$ cat src/rtl/apb4_mem_slave_if.sv
// APB4 completer bus bundle for apb4_mem_slave.
// Signals: PADDR/PWRITE/PWDATA/PSTRB/PSELx/PENABLE driven by the requester,
// PRDATA/PREADY/PSLVERR driven by the completer. Clock and reset stay outside.
interface apb4_mem_slave_if #(
    parameter int unsigned DATA_WIDTH = 32,
    parameter int unsigned ADDR_WIDTH = 12
);
    logic [ADDR_WIDTH-1:0]     PADDR;
    logic                      PWRITE;
    logic [DATA_WIDTH-1:0]     PWDATA;
    logic [DATA_WIDTH/8-1:0]   PSTRB;
    logic                      PSELx;
    logic                      PENABLE;
    logic [DATA_WIDTH-1:0]     PRDATA;
    logic                      PREADY;
    logic                      PSLVERR;

    modport slave (
        input  PADDR, PWRITE, PWDATA, PSTRB, PSELx, PENABLE,
        output PRDATA, PREADY, PSLVERR
    );

    modport master (
        output PADDR, PWRITE, PWDATA, PSTRB, PSELx, PENABLE,
        input  PRDATA, PREADY, PSLVERR
    );
endinterface

$ cat src/rtl/apb4_mem_slave.sv
// Parametrised APB4 completer backed by a word-addressed memory array.
// Supports PSTRB byte-lane writes, a read-only low region, configurable wait
// states and PSLVERR for out-of-range, misaligned or read-only-write accesses.
// Ports:
//   i_clk   - APB clock (PCLK), rising edge
//   i_reset - synchronous, active-high reset
//   apb     - APB4 bus (slave modport); PRDATA/PREADY/PSLVERR are registered
// DATA_WIDTH must be 8, 16 or 32; WAIT_STATES must be 0..15.
module apb4_mem_slave #(
    parameter int unsigned DATA_WIDTH  = 32,
    parameter int unsigned ADDR_WIDTH  = 12,
    parameter int unsigned DEPTH       = 16,
    parameter int unsigned RO_WORDS    = 0,
    parameter int unsigned WAIT_STATES = 0
) (
    input logic             i_clk,
    input logic             i_reset,
    apb4_mem_slave_if.slave apb
);

    localparam int unsigned NumLanes = DATA_WIDTH / 8;
    localparam int unsigned Lsb      = $clog2(NumLanes);
    localparam int unsigned IdxW     = (DEPTH > 1) ? $clog2(DEPTH) : 1;
    localparam logic [3:0]  WaitInit = 4'(WAIT_STATES);

    typedef enum logic [1:0] {StIdle, StAccess, StDone} state_e;

    state_e                state_q, state_d;
    logic [3:0]            wait_q, wait_d;
    logic [DATA_WIDTH-1:0] prdata_q, prdata_d;
    logic                  pready_q, pready_d;
    logic                  pslverr_q, pslverr_d;
    logic [DATA_WIDTH-1:0] mem_q [DEPTH];
    logic                  wr_en;

    // Address decode
    logic [ADDR_WIDTH-Lsb-1:0] word_idx;
    logic [31:0]               idx_ext;
    logic [IdxW-1:0]           mem_idx;
    logic                      err_addr, err_align, err_ro, err;

    assign word_idx = apb.PADDR[ADDR_WIDTH-1:Lsb];
    assign idx_ext  = 32'(word_idx);
    assign mem_idx  = idx_ext[IdxW-1:0];
    assign err_addr = idx_ext >= DEPTH;

    if (Lsb == 0) begin : gen_no_align
        assign err_align = 1'b0;
    end else begin : gen_align
        assign err_align = |apb.PADDR[Lsb-1:0];
    end

    if (RO_WORDS == 0) begin : gen_no_ro
        assign err_ro = 1'b0;
    end else begin : gen_ro
        assign err_ro = apb.PWRITE && (idx_ext < RO_WORDS);
    end

    assign err = err_addr | err_align | err_ro;

    // Expand PSTRB into a per-bit write mask
    logic [DATA_WIDTH-1:0] wr_mask;
    for (genvar g = 0; g < NumLanes; g++) begin : gen_mask
        assign wr_mask[8*g +: 8] = {8{apb.PSTRB[g]}};
    end

    always_comb begin
        state_d   = state_q;
        wait_d    = wait_q;
        prdata_d  = prdata_q;
        pready_d  = 1'b0;
        pslverr_d = 1'b0;
        wr_en     = 1'b0;
        unique case (state_q)
            StIdle: begin
                if (apb.PSELx && !apb.PENABLE) begin
                    wait_d  = WaitInit;
                    state_d = StAccess;
                end
            end
            StAccess: begin
                if (!apb.PSELx) begin
                    state_d = StIdle;
                end else if (!apb.PENABLE) begin
                    // Setup seen again mid-transfer: treat as a fresh setup
                    wait_d = WaitInit;
                end else if (wait_q != 4'd0) begin
                    wait_d = wait_q - 4'd1;
                end else begin
                    pready_d  = 1'b1;
                    pslverr_d = err;
                    if (err || apb.PWRITE) begin
                        prdata_d = '0;
                    end else begin
                        prdata_d = mem_q[mem_idx];
                    end
                    wr_en   = apb.PWRITE && !err;
                    state_d = StDone;
                end
            end
            StDone: begin
                // A setup overlapping the PREADY cycle chains straight into ACCESS
                if (apb.PSELx && !apb.PENABLE) begin
                    wait_d  = WaitInit;
                    state_d = StAccess;
                end else begin
                    state_d = StIdle;
                end
            end
            default: state_d = StIdle;
        endcase
    end

    always_ff @(posedge i_clk) begin
        if (i_reset) begin
            state_q   <= StIdle;
            wait_q    <= '0;
            prdata_q  <= '0;
            pready_q  <= 1'b0;
            pslverr_q <= 1'b0;
        end else begin
            state_q   <= state_d;
            wait_q    <= wait_d;
            prdata_q  <= prdata_d;
            pready_q  <= pready_d;
            pslverr_q <= pslverr_d;
        end
    end

    always_ff @(posedge i_clk) begin
        if (i_reset) begin
            mem_q <= '{default: '0};
        end else if (wr_en) begin
            mem_q[mem_idx] <= (mem_q[mem_idx] & ~wr_mask) | (apb.PWDATA & wr_mask);
        end
    end

    assign apb.PRDATA  = prdata_q;
    assign apb.PREADY  = pready_q;
    assign apb.PSLVERR = pslverr_q;

endmodule

$ cat src/flat_wrapper.sv
// flat-port wrapper written by rule: the top's interface ports become plain ports
module apb4_mem_slave_flat 
#(
    parameter int unsigned DATA_WIDTH  = 32,
    parameter int unsigned ADDR_WIDTH  = 12,
    parameter int unsigned DEPTH       = 16,
    parameter int unsigned RO_WORDS    = 0,
    parameter int unsigned WAIT_STATES = 0
)
  (i_clk, i_reset, apb_PADDR, apb_PWRITE, apb_PWDATA, apb_PSTRB, apb_PSELx, apb_PENABLE, apb_PRDATA, apb_PREADY, apb_PSLVERR);
  apb4_mem_slave_if #(.DATA_WIDTH(DATA_WIDTH), .ADDR_WIDTH(ADDR_WIDTH)) apb_i ();
  input logic i_clk;
  input logic i_reset;
  input wire logic [$bits(apb_i.PADDR)-1:0] apb_PADDR;
  input wire logic [$bits(apb_i.PWRITE)-1:0] apb_PWRITE;
  input wire logic [$bits(apb_i.PWDATA)-1:0] apb_PWDATA;
  input wire logic [$bits(apb_i.PSTRB)-1:0] apb_PSTRB;
  input wire logic [$bits(apb_i.PSELx)-1:0] apb_PSELx;
  input wire logic [$bits(apb_i.PENABLE)-1:0] apb_PENABLE;
  output wire logic [$bits(apb_i.PRDATA)-1:0] apb_PRDATA;
  output wire logic [$bits(apb_i.PREADY)-1:0] apb_PREADY;
  output wire logic [$bits(apb_i.PSLVERR)-1:0] apb_PSLVERR;
  assign apb_i.PADDR = apb_PADDR;
  assign apb_i.PWRITE = apb_PWRITE;
  assign apb_i.PWDATA = apb_PWDATA;
  assign apb_i.PSTRB = apb_PSTRB;
  assign apb_i.PSELx = apb_PSELx;
  assign apb_i.PENABLE = apb_PENABLE;
  assign apb_PRDATA = apb_i.PRDATA;
  assign apb_PREADY = apb_i.PREADY;
  assign apb_PSLVERR = apb_i.PSLVERR;
  apb4_mem_slave #(.DATA_WIDTH(DATA_WIDTH), .ADDR_WIDTH(ADDR_WIDTH), .DEPTH(DEPTH), .RO_WORDS(RO_WORDS), .WAIT_STATES(WAIT_STATES)) u_core (.i_clk(i_clk), .i_reset(i_reset), .apb(apb_i));
endmodule
$ cat config.mk
export PLATFORM = sky130hd
export DESIGN_NAME = apb4_mem_slave_flat
export DESIGN_NICKNAME = d
export VERILOG_FILES = /design/src/rtl/apb4_mem_slave_if.sv /design/src/rtl/apb4_mem_slave.sv /design/src/flat_wrapper.sv
export SDC_FILE = /design/constraint.sdc
export NUM_CORES = 1
export LEC_CHECK = 0
export ABC_AREA = 1
export CORE_MARGIN = 1
export CORE_UTILIZATION = 60
export CTS_CLUSTER_SIZE = 8
export DETAILED_ROUTE_END_ITERATION = 8
export PLACE_DENSITY = 0.83
export SETUP_SLACK_MARGIN = 0.05
export SLEW_MARGIN = 40
export SYNTH_ARGS = -nofsm -noshare
export SYNTH_HDL_FRONTEND = slang
export SYNTH_SLANG_ARGS = --single-unit
$ cat constraint.sdc
create_clock -name i_clk -period 2.7 [get_ports i_clk]
set_clock_uncertainty 0.1 [all_clocks]
set_input_delay 0.54 -clock i_clk [delete_from_list [all_inputs] [get_ports i_clk]]
set_output_delay 0.54 -clock i_clk [all_outputs]
set_load 0.02 [all_outputs]
==> results.md <==
Run status:
- The run finished with clean final reports.

Timing:
- Static timing analysis puts the maximum clock frequency at 413 MHz.
- The number of hold violations in the final report is 0.
- The shortest period the worst path allows is 2.42 ns.
- The final cycle utilization of the critical path is 0.897.
- The relative slew slack is 0.629.
- Setup repair after global routing left no endpoint under its margin.
- Final hold analysis gives a worst-case slack of 0.335 ns.
- The number of pins with negative max-slew slack in the final report came to 0.
- The count of final setup violators is 0.
- The actual slew at the worst max-slew pin is 0.556 ns.
- Setup total negative slack on the finished layout was measured at 0 ns.

Synth:
- Synthesis inferred 552 register bits.
- After synthesis, the cell types taking the most area are sky130_fd_sc_hd__dfxtp_1 40%, sky130_fd_sc_hd__nand2_1 32%, sky130_fd_sc_hd__a21oi_1 9.4%.
- The number of nets in the synthesized netlist is 4664.
- The synthesized area divided by synthesized cell count is 5.96 µm².
- The distinct cell type count after synthesis is 25.
- Of the post-synthesis cell area, the dominant cell type holds 0.402.
- For this run, the register share of the synthesized area comes to 0.402.
- The combined area of all synthesized cells is 27500 µm².
- The yosys synthesis warning count is 0.
- The cell count after synthesis came out at 4609.
- The library cell occupying the most area in the post-synthesis netlist is sky130_fd_sc_hd__dfxtp_1.

Routing:
- The count of nets left with antenna violations once routing finished came out at 0.
- The routed design uses 8.51 mm of met3 wire.
- The total via count after detailed routing is 27800.
- The number of optimization iterations in the first detailed-route pass is 8.
- The number of design rule violations left after detail routing is 0.
- The total routed wirelength is 83.7 mm.
- In the final routing, the length of wire on met1 measures 33.3 mm.
- The number of DRC violations after detailed-routing iteration 0 is 3304.
- The detailed router used layers up to and including met4.
- After detailed routing, the number of vias per cell comes to 5.32.
- The average wire length per cell after detail routing is 16.0 µm.
- The total met2 wirelength after detailed routing is 38.1 mm.

Clock network:
- The tree is rooted in a sky130_fd_sc_hd__clkbuf_16.
- The post-CTS setup buffer count is 0.
- The TritonCTS clock tree is yes.
- The clock-pin slew on the worst setup and hold paths is 0.05 ns.
- The number of gates given a new drive strength after cts is 0.
- The clock tree synthesis step divided the H-tree into 3 levels.
- The deepest clock path buffer count is 3.
- The source-to-sink clock delay at the later pin of the worst-skew pair is 0.61 ns.
- The number of clock sinks is 552.
- Hold repair after CTS inserted 0 buffers.
- In this run, CTS created clock tree buffers numbering 79.

GRT:
- The initial antenna violation count is 2.
- The global-route wire length before repair is 134 mm.
- The leftover overflow at the end of global routing is 0.
- The global routing usage summed across all routing layers is 0.358.
- The number of global-route vias before repair is 26300.
- The pin count of the biggest net entering global routing is 86.

Setup path:
- In this run the worst path has a maximum fanout of 29.
- Counting cells, the worst reg-to-reg path comes to 12.
- The largest single stage delay on the critical path is 0.34 ns.
- The most used cell along the critical path is sky130_fd_sc_hd__nand2_1.
- The element type at the critical path end is a register.
- The critical path is of the reg -> reg type.
- The beginning of the worst register-to-register path is u_core.wait_q[0]$_SDFFE_PP0P_.
- Traced cell by cell, the critical path runs through inv_1, ha_1, nand2_1, nor2_1, nand2_1, nor2_4, buf_4, nand4_1, buf_4, nand2_1, nand2_1, a21oi_1.
- The nature of the critical path startpoint is a register.
- The critical path's slowest cell is sky130_fd_sc_hd__buf_4.
- In this run the worst setup path begins at u_core.wait_q[0]$_SDFFE_PP0P_.
- The minimum setup slack among reg-to-reg paths is 0.28 ns.
- For the worst setup path, the data arrival time is 2.84 ns.
- The endpoint of the worst register-to-register path is u_core.mem_q[306]$_SDFFE_PP0P_.
- STA puts the critical path data required time at 3.11 ns.

Pwr:
- The share of total power dissipated in sequential elements is 0.454.
- Summed over all nets, the switching power comes to 4220 µW.
- The analysis attributes to cell leakage a power of 0.0168 µW.
- Power spread over the standard cell area amounts to 562 nW/µm².
- The clock network power share is 0.489.
- The combinational fraction of design power is 0.057.
- The switching share of power is 0.234.
- Internal power comes to 13800 µW.
- The worst-case IR drop observed on VDD is 0.000429 V.

Floorplan:
- The number of placement rows is 78.
- The die area is 46700 µm².
- The floorplan step set the die height to 216 µm.
- In this run the standard cell core region covers 45300 µm².
- The horizontal die dimension is 216 µm.
- The starting utilization of the core area is 0.607.
- The top-level port count is 87.

Job:
- The number of maximum-capacitance constraint violations is 0.

Layout:
- The most common cell after layout, fill and taps aside is sky130_fd_sc_hd__nand2_1.
- The number of nets in the final layout is 4682.
- Relative to the synthesized area, the layout overhead comes to 16.6%.
- The share of cells above drive strength 1 is 0.0721.
- The top cell types in the final layout, fill and taps aside, are 2357 x sky130_fd_sc_hd__nand2_1, 560 x sky130_fd_sc_hd__inv_1, 552 x sky130_fd_sc_hd__dfxtp_1, 517 x sky130_fd_sc_hd__a21oi_1, 172 x sky130_fd_sc_hd__nor2_1.
- The number of fill cells is 3780.
- The antenna cell count is 0.

Placed design:
- The routability congestion estimate from global placement is 0.893.
- The count of buffers added on input and output ports is 86.
- After legalization and detailed placement, the total HPWL measured 50.3 mm.

Hold path:
- The endpoint of the worst hold-timing path is u_core.mem_q[435]$_SDFFE_PP0P_.
- The worst hold path passes through 4 cells.
- The worst min-delay path category is in -> reg.
- The launch instance of the worst min-delay path is i_reset.
-- metal layers --
metal | vias up | GRT usage
met2 | 1442 | 0.588
li1 | 13700 | -
met1 | 12400 | 0.450
met3 | 249 | 0.0654
met4 | 0 | 0.178
met5 | - | 0
-- area by class of cell --
type                       instances  area, µm²  area share
clock buffer                      83       2070      0.0645
clock inverter                     4       42.5     0.00133
tap                              600        751      0.0234
multi-input combinational       3191      13100       0.407
timing repair buffer             235       2930      0.0914
inverter                         568       2150      0.0670
sequential                       552      11100       0.345
-- state kept, by name, summed over array words and instances, names as in the netlist --
register            cells
u_core.wait_q           4
u_core.apb.PREADY       1
u_core.mem_q          512
u_core.state_q          2
u_core.apb.PSLVERR      1
u_core.apb.PRDATA      32
-- per-stage QoR --
step	utilization	total power (µW)	setup WS [ns]	area [µm²]	cells
finish	0.708	18000	0.278	32000	5233
global route	0.708	18500	0.0770	32000	5233
CTS	0.708	18000	0.321	32000	5233
detailed placement	0.661	9330	0.00271	29900	5146
global placement	0.661	9320	0.0326	29900	5146
floorplan	-	8880	0.660	27500	4609
-- worst max-delay path, delay by kind of cell (launching register included) --
kind	cells	cell delay (ns)
AOI/OAI and AO/OA	1	0.13
and+or+nand+nor	7	0.89
adders and majority gates	1	0.16
buffers and inverters	3	0.73
DFF	1	0.32
-- cells by family (layout without fill, tap and decap cells) --
group                    Yosys count  count (layout)  synth area share
buffers and inverters            866             890             0.128
adder cells (fa/ha/maj)            2               2          0.000910
flip-flops                       552             552             0.402
AO/OA/AOI/OAI                    550             550             0.100
AND/OR/NAND/NOR                 2639            2639             0.369
-- synthesized netlist by cell type (all sizes together) --
| cell | count |
|---|---|
| nand3b | 1 |
| dfxtp | 552 |
| nand3 | 1 |
| ha | 2 |
| buf | 153 |
| a21oi | 517 |
| o21ai | 32 |
| nand2 | 2389 |
| a211oi | 1 |
| nand4 | 16 |
| or2 | 32 |
| inv | 568 |
| clkbuf | 145 |
| nor2 | 194 |
| nor3 | 5 |
| and3 | 1 |
-- worst max path at each step --
| stage | end | slack (ns) | cells after the start |
|---|---|---|---|
| after global placement | u_core.mem_q[383]$_SDFFE_PP0P_ | 0.03 | 12 |
| after detailed placement | u_core.mem_q[351]$_SDFFE_PP0P_ | 0.003 | 12 |
| after CTS | u_core.mem_q[337]$_SDFFE_PP0P_ | 0.32 | 12 |
| final | u_core.mem_q[306]$_SDFFE_PP0P_ | 0.28 | 12 |
| after global routing | u_core.mem_q[334]$_SDFFE_PP0P_ | 0.08 | 12 |
| after floorplan | u_core.mem_q[427]$_SDFFE_PP0P_ | 0.66 | 9 |
-- power groups by stage --
stage | clock network (µW) | registers (µW) | logic, µW
after global placement | 0 | 8330 | 990
final | 8810 | 8180 | 1030
after global routing | 9220 | 8160 | 1070
after CTS | 8860 | 8180 | 997
after detailed placement | 0 | 8330 | 992
after floorplan | 0 | 8330 | 546
Note: power is estimated with default switching activity, not from simulation.
